[src/rtl/i2c_arb_pkg.sv]
// Shared definitions for the I2C request arbiter: state encoding and the
// read/write command values used when latching a requester's transaction.
package i2c_arb_pkg;

  // State encoding of the arbiter sequencer
  localparam logic [2:0] IDLE  = 3'd0;
  localparam logic [2:0] ISSUE = 3'd1;
  localparam logic [2:0] GUARD = 3'd2;
  localparam logic [2:0] WAIT  = 3'd3;
  localparam logic [2:0] RESP  = 3'd4;

  typedef enum logic [2:0] {
    ST_IDLE  = IDLE,
    ST_ISSUE = ISSUE,
    ST_GUARD = GUARD,
    ST_WAIT  = WAIT,
    ST_RESP  = RESP
  } arb_state_e;

  // Direction command values, matching the engine's macro definitions
  localparam logic I2C_WRITE_CMD = 1'b0;
  localparam logic I2C_READ_CMD  = 1'b1;

endpackage

[src/rtl/i2c_req_arbiter_rr_pick.sv]
// Combinational round-robin priority encoder: starting just above the last
// served index and wrapping modulo NREQ, returns the first requester found
// as a one-hot vector and as an index.
module rr_pick #(
  parameter int NREQ = 3,
  parameter int IW   = 2
) (
  input  logic [NREQ-1:0] req,
  input  logic [IW-1:0]   last,
  output logic [NREQ-1:0] pick,
  output logic [IW-1:0]   idx
);

  // Scan upward from last+1, first active request wins
  always_comb begin
    logic          found_s;
    logic [IW-1:0] cidx_s;
    int            cand_s;
    pick    = '0;
    idx     = '0;
    found_s = 1'b0;
    cidx_s  = '0;
    cand_s  = 0;
    for (int k = 1; k <= NREQ; k++) begin
      cand_s = (int'(last) + k) % NREQ;
      cidx_s = IW'(cand_s);
      if (!found_s && req[cidx_s]) begin
        found_s      = 1'b1;
        pick[cidx_s] = 1'b1;
        idx          = cidx_s;
      end else begin
        found_s = found_s;
      end
    end
  end

endmodule

[src/rtl/i2c_req_arbiter.sv]
// Round-robin arbiter sharing one I2C register-access engine among NREQ
// requesters. Sequence: IDLE -> ISSUE -> GUARD -> WAIT -> RESP -> IDLE.
// Optional feature macro: I2C_ARB_TIMEOUT_EN adds a watchdog that forces a
// failed response after TIMEOUT_CYC cycles in GUARD/WAIT.
module i2c_req_arbiter
  import i2c_arb_pkg::*;
#(
  parameter int NREQ        = 3,
  parameter int AW          = 8,
  parameter int DW          = 8,
  parameter int GUARD_CYC   = 4,
  parameter int TIMEOUT_CYC = 2000000
) (
  input  logic              CLOCK10,
  input  logic              RESETN,
  input  logic [NREQ-1:0]   req,
  input  logic [NREQ-1:0]   req_rd,
  input  logic [NREQ*AW-1:0] req_addr,
  input  logic [NREQ*DW-1:0] req_wdata,
  output logic [NREQ-1:0]   grant,
  output logic [NREQ-1:0]   done,
  output logic [DW-1:0]     rsp_rdata,
  output logic              rsp_fail,
  output logic [AW-1:0]     i2c_reg_addr,
  output logic [DW-1:0]     i2c_wdata,
  output logic              i2c_write_req,
  output logic              i2c_read_req,
  input  logic              i2c_ready,
  input  logic [DW-1:0]     i2c_rdata,
  input  logic              i2c_rdata_valid,
  input  logic              i2c_fail,
  output logic              busy
);

  localparam int IW = $clog2(NREQ);
  localparam int GW = $clog2(GUARD_CYC) + 1;

  // Reject unsupported configurations at elaboration
  if (NREQ < 2 || NREQ > 8 || GUARD_CYC < 1 || TIMEOUT_CYC < 1) begin : g_param_err
    $error("i2c_req_arbiter: unsupported parameter set");
  end

  arb_state_e      state_r, state_s;
  logic [NREQ-1:0] grant_r, grant_s, done_r, done_s;
  logic [IW-1:0]   gidx_r, gidx_s, last_r, last_s;
  logic [AW-1:0]   addr_r, addr_s;
  logic [DW-1:0]   wdata_r, wdata_s, rdata_r, rdata_s, rsp_rdata_r, rsp_rdata_s;
  logic            rd_r, rd_s, fail_r, fail_s, rsp_fail_r, rsp_fail_s;
  logic            wr_req_r, wr_req_s, rd_req_r, rd_req_s, busy_r, busy_s;
  logic [GW-1:0]   gcnt_r, gcnt_s;
  logic [NREQ-1:0] pick_s;
  logic [IW-1:0]   pidx_s;
  logic            tmo_hit_s;

  rr_pick #(.NREQ(NREQ), .IW(IW)) u_rr_pick (
    .req  (req),
    .last (last_r),
    .pick (pick_s),
    .idx  (pidx_s)
  );

`ifdef I2C_ARB_TIMEOUT_EN
  logic [31:0] tmo_cnt_r;

  // Watchdog counts while a transaction is outstanding, clears otherwise
  always_ff @(posedge CLOCK10) begin
    if (!RESETN) begin
      tmo_cnt_r <= 32'd0;
    end else if (state_r == ST_GUARD || state_r == ST_WAIT) begin
      tmo_cnt_r <= tmo_cnt_r + 32'd1;
    end else begin
      tmo_cnt_r <= 32'd0;
    end
  end

  assign tmo_hit_s = (tmo_cnt_r == 32'(TIMEOUT_CYC - 1));
`else
  assign tmo_hit_s = 1'b0;
`endif

  // Next-state and next-output logic; request/done pulses default low
  always_comb begin
    state_s     = state_r;
    grant_s     = grant_r;
    gidx_s      = gidx_r;
    last_s      = last_r;
    addr_s      = addr_r;
    wdata_s     = wdata_r;
    rd_s        = rd_r;
    fail_s      = fail_r;
    rdata_s     = rdata_r;
    gcnt_s      = gcnt_r;
    done_s      = '0;
    rsp_rdata_s = '0;
    rsp_fail_s  = 1'b0;
    wr_req_s    = 1'b0;
    rd_req_s    = 1'b0;
    case (state_r)
      ST_IDLE: begin
        if ((|req) && i2c_ready) begin
          grant_s = pick_s;
          gidx_s  = pidx_s;
          addr_s  = req_addr[pidx_s*AW +: AW];
          wdata_s = req_wdata[pidx_s*DW +: DW];
          rd_s    = req_rd[pidx_s];
          fail_s  = 1'b0;
          rdata_s = '0;
          state_s = ST_ISSUE;
        end else begin
          state_s = ST_IDLE;
        end
      end
      ST_ISSUE: begin
        if (rd_r == I2C_READ_CMD) begin
          rd_req_s = 1'b1;
        end else begin
          wr_req_s = 1'b1;
        end
        gcnt_s  = '0;
        state_s = ST_GUARD;
      end
      ST_GUARD: begin
        fail_s = fail_r | i2c_fail;
        if (tmo_hit_s) begin
          done_s     = grant_r;
          rsp_fail_s = 1'b1;
          state_s    = ST_RESP;
        end else if (gcnt_r == GW'(GUARD_CYC - 1)) begin
          state_s = ST_WAIT;
        end else begin
          gcnt_s = gcnt_r + GW'(1);
        end
      end
      ST_WAIT: begin
        fail_s = fail_r | i2c_fail;
        if (i2c_rdata_valid) begin
          rdata_s = i2c_rdata;
        end else begin
          rdata_s = rdata_r;
        end
        if (tmo_hit_s) begin
          done_s     = grant_r;
          rsp_fail_s = 1'b1;
          state_s    = ST_RESP;
        end else if (i2c_ready) begin
          done_s      = grant_r;
          rsp_fail_s  = fail_r | i2c_fail;
          rsp_rdata_s = (rd_r == I2C_READ_CMD) ? rdata_s : '0;
          state_s     = ST_RESP;
        end else begin
          state_s = ST_WAIT;
        end
      end
      ST_RESP: begin
        grant_s = '0;
        last_s  = gidx_r;
        fail_s  = 1'b0;
        rdata_s = '0;
        state_s = ST_IDLE;
      end
      default: begin
        grant_s = '0;
        state_s = ST_IDLE;
      end
    endcase
    busy_s = (state_s != ST_IDLE);
  end

  // State register
  always_ff @(posedge CLOCK10) begin
    if (!RESETN) begin
      state_r <= ST_IDLE;
    end else begin
      state_r <= state_s;
    end
  end

  // Datapath and output registers
  always_ff @(posedge CLOCK10) begin
    if (!RESETN) begin
      grant_r     <= '0;
      done_r      <= '0;
      gidx_r      <= '0;
      last_r      <= IW'(NREQ - 1);
      addr_r      <= '0;
      wdata_r     <= '0;
      rd_r        <= 1'b0;
      fail_r      <= 1'b0;
      rdata_r     <= '0;
      gcnt_r      <= '0;
      rsp_rdata_r <= '0;
      rsp_fail_r  <= 1'b0;
      wr_req_r    <= 1'b0;
      rd_req_r    <= 1'b0;
      busy_r      <= 1'b0;
    end else begin
      grant_r     <= grant_s;
      done_r      <= done_s;
      gidx_r      <= gidx_s;
      last_r      <= last_s;
      addr_r      <= addr_s;
      wdata_r     <= wdata_s;
      rd_r        <= rd_s;
      fail_r      <= fail_s;
      rdata_r     <= rdata_s;
      gcnt_r      <= gcnt_s;
      rsp_rdata_r <= rsp_rdata_s;
      rsp_fail_r  <= rsp_fail_s;
      wr_req_r    <= wr_req_s;
      rd_req_r    <= rd_req_s;
      busy_r      <= busy_s;
    end
  end

  assign grant         = grant_r;
  assign done          = done_r;
  assign rsp_rdata     = rsp_rdata_r;
  assign rsp_fail      = rsp_fail_r;
  assign i2c_reg_addr  = addr_r;
  assign i2c_wdata     = wdata_r;
  assign i2c_write_req = wr_req_r;
  assign i2c_read_req  = rd_req_r;
  assign busy          = busy_r;

endmodule

[config.mk]
export PLATFORM = sky130hd
export DESIGN_NAME = i2c_req_arbiter
export DESIGN_NICKNAME = d
export VERILOG_FILES = /design/src/rtl/i2c_arb_pkg.sv /design/src/rtl/i2c_req_arbiter_rr_pick.sv /design/src/rtl/i2c_req_arbiter.sv
export SDC_FILE = /design/constraint.sdc
export NUM_CORES = 1
export LEC_CHECK = 0
export ABC_AREA = 0
export CORE_ASPECT_RATIO = 0.9
export CORE_MARGIN = 2
export CORE_UTILIZATION = 37
export CTS_CLUSTER_SIZE = 16
export DETAILED_ROUTE_END_ITERATION = 10
export SLEW_MARGIN = 5
export SYNTH_ARGS = -nofsm -noshare
export SYNTH_HDL_FRONTEND = slang
export SYNTH_SLANG_ARGS = --single-unit
[constraint.sdc]
create_clock -name CLOCK10 -period 3.3 [get_ports CLOCK10]
set_input_delay 0.66 -clock CLOCK10 [delete_from_list [all_inputs] [get_ports CLOCK10]]
set_output_delay 0.66 -clock CLOCK10 [all_outputs]
set_load 0.005 [all_outputs]
Yosys cells after proc, flatten, opt, wreduce, memory -nomap -nowiden
Cells that the tools add are included.
- word-level logic and storage cells: 104
- ROM bits: 0
- memories: 0
- register bits after elaboration: 54
- output and inout port bits: 34
- input bits: 67
- bits in writable memories: 0
- bits in latches: 0
- add/sub/neg operators: 4
- mux-type cells: 37
- reductions and logical operators: 24
- order comparisons: 7
- multiply operators: 0
- div/mod/pow operators: 3
- equal/unequal tests: 7
- bitwise gates (word level): 4
- shift-type cells: 2
- operator list (kind ; count):
    $mod A32 B3 Y32 const B ; 3
    $shiftx A24 B6 Y8 ; 2
    $pmux W8 S3 ; 1
    $mux W3 ; 7
    $mux W8 ; 2
    $mux W1 ; 13
    $lt A2 B3 Y1 const B ; 4
    $pmux W3 S2 ; 2
    $pmux W3 S4 ; 1
    $reduce_and A2 Y1 ; 6
    $eq A3 B2 Y1 const B ; 3
    $reduce_bool A3 Y1 ; 3
    $bmux W1 S2 ; 4
    $add A2 B2 Y3 const B ; 2
    $demux W1 S2 ; 3
    $ge A2 B1 Y1 const B ; 3
    $logic_and A1 B1 Y1 ; 6
    $mux W2 ; 3
    $or A3 B3 Y3 ; 2
    $reduce_or A3 Y1 ; 2
    $ne A2 B2 Y1 const B ; 2
    $reduce_and A4 Y1 ; 1
    $add A2 B1 Y3 const B ; 1
    $add A3 B1 Y3 const B ; 1
    other kinds (10) ; 11

Longest topological paths before layout
- word-level depth: 13
- mapped depth: 11
- depth with buffers taken out: 7

Modules after synthesis
A second synthesis with hierarchy kept.
- cells, all modules: 269
- area, all modules: 2687.6 um^2
- by module, submodules not included (module ; area an instance (um^2) ; cells each ; instances ; seq. area each (um^2)):
    i2c_req_arbiter ; 2407.3 ; 234 ; 1 ; 1081.0
    rr_pick ; 280.3 ; 35 ; 1 ; 0.0

Worst setup path after synthesis
No wires, ideal clock.
- path type: reg-to-reg
- from: reg last_r[0]
- to: reg addr_r[4] (netlist: i2c_reg_addr[4])
- library setup time: 0.121 ns
- data required time: 3.179 ns
- cell stages (with the launch flop): 11
- arrival: 2.181 ns
- buffers on the path: 3
- period minus slack after synthesis: 2.303 ns
- path slack: 0.997 ns
- path through: dfxtp_1 -> inv_1 -> ha_1 -> buf_4 -> nand3b_1 -> buf_2 -> or3_4 -> clkbuf_1 -> and3_1 -> a211oi_2 -> o21ai_2
- word-level cells in the longest chain between the ends: 12
- elaborated cells on any way between the ends: 22
- classes of those cells: add/sub: 3; div: 3; shift: 1; mux: 11; reduce/logical: 4
- ends and longest elaborated chain (item ; RTL line ; RTL):
    from (decl) ; i2c_req_arbiter.sv:45 ; logic [IW-1:0] gidx_r, gidx_s, last_r, last_s;
    from (signal assigned) ; i2c_req_arbiter.sv:184 ; last_r <= IW'(NREQ - 1);
    from (signal assigned) ; i2c_req_arbiter.sv:200 ; last_r <= last_s;
    $add A2 B1 Y3 ; i2c_req_arbiter_rr_pick.sv:25 ; cand_s = (int'(last) + k) % NREQ;
    $mod A32 B3 Y32 ; i2c_req_arbiter_rr_pick.sv:25 ;
    $bmux W1 S2 ; i2c_req_arbiter_rr_pick.sv:27 ; if (!found_s && req[cidx_s]) begin
    $mux W1 (implied by the code) ; i2c_req_arbiter_rr_pick.sv:27 ;
    $mux W1 ; i2c_req_arbiter_rr_pick.sv:27 ;
    $logic_not A1 Y1 ; i2c_req_arbiter_rr_pick.sv:27 ;
    $logic_and A1 B1 Y1 ; i2c_req_arbiter_rr_pick.sv:27 ;
    $mux W1 ; i2c_req_arbiter_rr_pick.sv:27 ;
    $logic_not A1 Y1 ; i2c_req_arbiter_rr_pick.sv:27 ;
    $logic_and A1 B1 Y1 ; i2c_req_arbiter_rr_pick.sv:27 ;
    $mux W2 (*) ; i2c_req_arbiter_rr_pick.sv:27 ;
    $shiftx A24 B6 Y8 (*) ; i2c_req_arbiter.sv:103 ; addr_s = req_addr[pidx_s*AW +: AW];
    to (signal assigned) ; i2c_req_arbiter.sv:201 ; addr_r <= addr_s;
    to (decl) ; i2c_req_arbiter.sv:46 ; logic [AW-1:0] addr_r, addr_s;
Mark *: on every way between the ends. The rest lies on a longest branch, timed or not. The select of a mux whose other input is x is not followed.
A chain may end at the register's enable or synchronous reset.

Worst setup path after layout
- from: reg last_r[0]
- to: reg addr_r[6] (netlist: i2c_reg_addr[6])
The elaborated chain is that of the path after synthesis.

==> metrics.csv <==
metric,value,unit
synth_top_area_cell,dfxtp_1,
grtUsageTotal,19.28,%
final_util,51.45,%
mostFrequentLayoutCells,"clkdlybuf4s50_1, dfxtp_1, nand2_1",
p_leak,1.832,nW
postCtsSetupBuffers,0,
r2r_cells,8,
gr-total-overflow,0,
rsz0062_at_grt,false,
critPathKind,reg2reg,
synth_top_area_share,30.54,%
grt_max_degree,36,
drv_slew,0,
fp-row-count,33,
synth_seq_cells,54,
dp_hpwl,7.413,mm
synthFlopType,dfxtp_1,
netlist_area,3540,um^2
power.density,343.8,nW/um^2
crit_fanout,19,
syn_to_final_growth,33.83,%
n_antenna_cell,0,
critPathLaunch,last_r[0],
period_needed,2725,ps
drt-initial-drc-count,205,
hold_viol_final,0,
finalNonFillerCells,629,
max_slew_margin,50.54,%
cp-end-kind,register,
vias_per_cell,5.345,
status,finished clean,
whs,487.8,ps
ys_seq_area_share,30.54,%
io_buffer_count,100,
place_worst_setup_slack,348.2,ps
worstSkewPairLatency,300,ps
maxCapViolations,0,
wl,9.989,mm
holdCritStartpoint,gidx_r[0],
synthTopCellsByArea,"dfxtp_1, a22oi_1, a211oi_1",
final_common_cell,clkdlybuf4s50_1,
cp-endpoint,i2c_reg_addr[6],
cp-start-kind,register,
synthCells,427,
fp.dieW,107.1,um
cts-resized-gates,0,
htreeDepth,2,
clock_path_buffers,2,
irDropWorstVdd,0.0001834,V
num_vias,3362,
synth_cell_types,52,
cts_hold_buf,0,
yosysWarnings,0,
grt_pass1_vias,3188,
worst_pin_slew,741.8,ps
setup_violations,0,
drcViolationCount,0,
worstHoldPathType,reg2reg,
ant_nets,0,
fillers,893,
drive_gt1_share,10.45,%
routabilityCongestion,0.8865,
pin_count,101,
wl_per_cell,15.88,um
fin_nets,579,
finClkSkew,7.544,ps
cts_tree,yes,
max_freq,367.0,MHz
crit_required,3540,ps
r2r_start,last_r[0],
syn_nets,500,
ff2ff_setup_slack,580,ps
die_h,96.79,um
grt_pass1_wl,16.41,mm
synth_area_per_cell,8.290,um^2
finalWorstSetupSlack,575.2,ps
arrival,2970,ps
cts.sink_count,54,
core_region_area,9208,um^2
cts_buffers,5,
placed_cells,621,
fin_crit_sh,82.57,%
dieArea,10370,um^2
finalSetupTns,0,ps
clockRootBuffer,clkbuf_8,
r2r_end,i2c_reg_addr[6],
synth_edf_count,0,
synthArstFlopShare,0,%
antenna_found_initial,0,
initial_core_util,38.44,%
first_pass_iters,4,
clk_pin_slew,100,ps
worst min-delay path by stage:
stage                      to  depth (start not counted)
detailed placement  last_r[0]                          2
global route          done[2]                          1
floorplan           last_r[0]                          2
finish              last_r[0]                          2
CTS                 last_r[0]                          2
global placement      done[2]                          1
cells in the mapped netlist, types with 13 or more instances:
cell      number
nand2_1       32
o41ai_1       16
a211oi_1      24
a21boi_0      18
clkbuf_1      23
a22oi_1       25
nor2_1        14
dfxtp_1       54
and3_1        19
nor2b_1       14
o31ai_1       16
inv_1         28
a21oi_1       13
per-stage QoR:
stage / power, mW / cell area [um^2]
2_1_floorplan: 0.9227 / 3540
3_3_place_gp: 1.101 / 4594
3_5_place_dp: 1.103 / 4594
4_1_cts: 1.639 / 4737
5_1_grt: 1.715 / 4737
6_report: 1.628 / 4737
critical path, stage by stage (launching register included):
cell,delay (ps)
dfxtp_1,420
inv_1,80
ha_1,570
nand3b_1,160
buf_4,230
o21ai_1,220
a21o_1,620
a211oi_1,190
o21ai_1,160
cell type report:
type | instances | area (um^2) | area share [%]
inverter | 28 | 105.1 | 2.219
tap | 122 | 152.6 | 3.222
sequential | 54 | 1081 | 22.82
timing repair buffer | 114 | 1106 | 23.35
clock buffer | 6 | 82.58 | 1.743
clock inverter | 2 | 60.06 | 1.268
multi-input combinational | 303 | 2150 | 45.38
metal layers:
metal  track usage [%]  routed length (um)  up-vias
li1                  -                   -     1735
met1             29.08                5005     1511
met3             3.976                 624        2
met5                 0                   0        -
met2             28.63                4332      114
met4             2.997                  27        0
cells by family (layout without fill, tap and decap cells):
| family | after synthesis | count (layout) | share of synthesized area [%] |
|---|---|---|---|
| mux | 12 | 12 | 3.394 |
| fa+ha+maj | 6 | 6 | 2.121 |
| simple gates | 113 | 113 | 17.57 |
| flops | 54 | 54 | 30.54 |
| compound gates | 172 | 172 | 37.33 |
| buf+inv | 70 | 150 | 9.049 |
registers in the layout, indices dropped and copies added, names as in the netlist:
name           flops
busy               1
done               3
fail_r             1
gcnt_r             3
gidx_r             2
grant              3
i2c_read_req       1
i2c_reg_addr       8
i2c_wdata          8
i2c_write_req      1
last_r             2
rd_r               1
rdata_r            8
rsp_fail           1
rsp_rdata          8
state_r            3
report_power, final:
| group | switching, mW | internal [mW] | leakage (nW) |
|---|---|---|---|
| logic | 0.175 | 0.205 | 1.32 |
| clock network | 0.216 | 0.324 | 0.0714 |
| registers | 0.0251 | 0.684 | 0.439 |
| total | 0.416 | 1.21 | 1.83 |
Power figures use the tool's default switching activity.
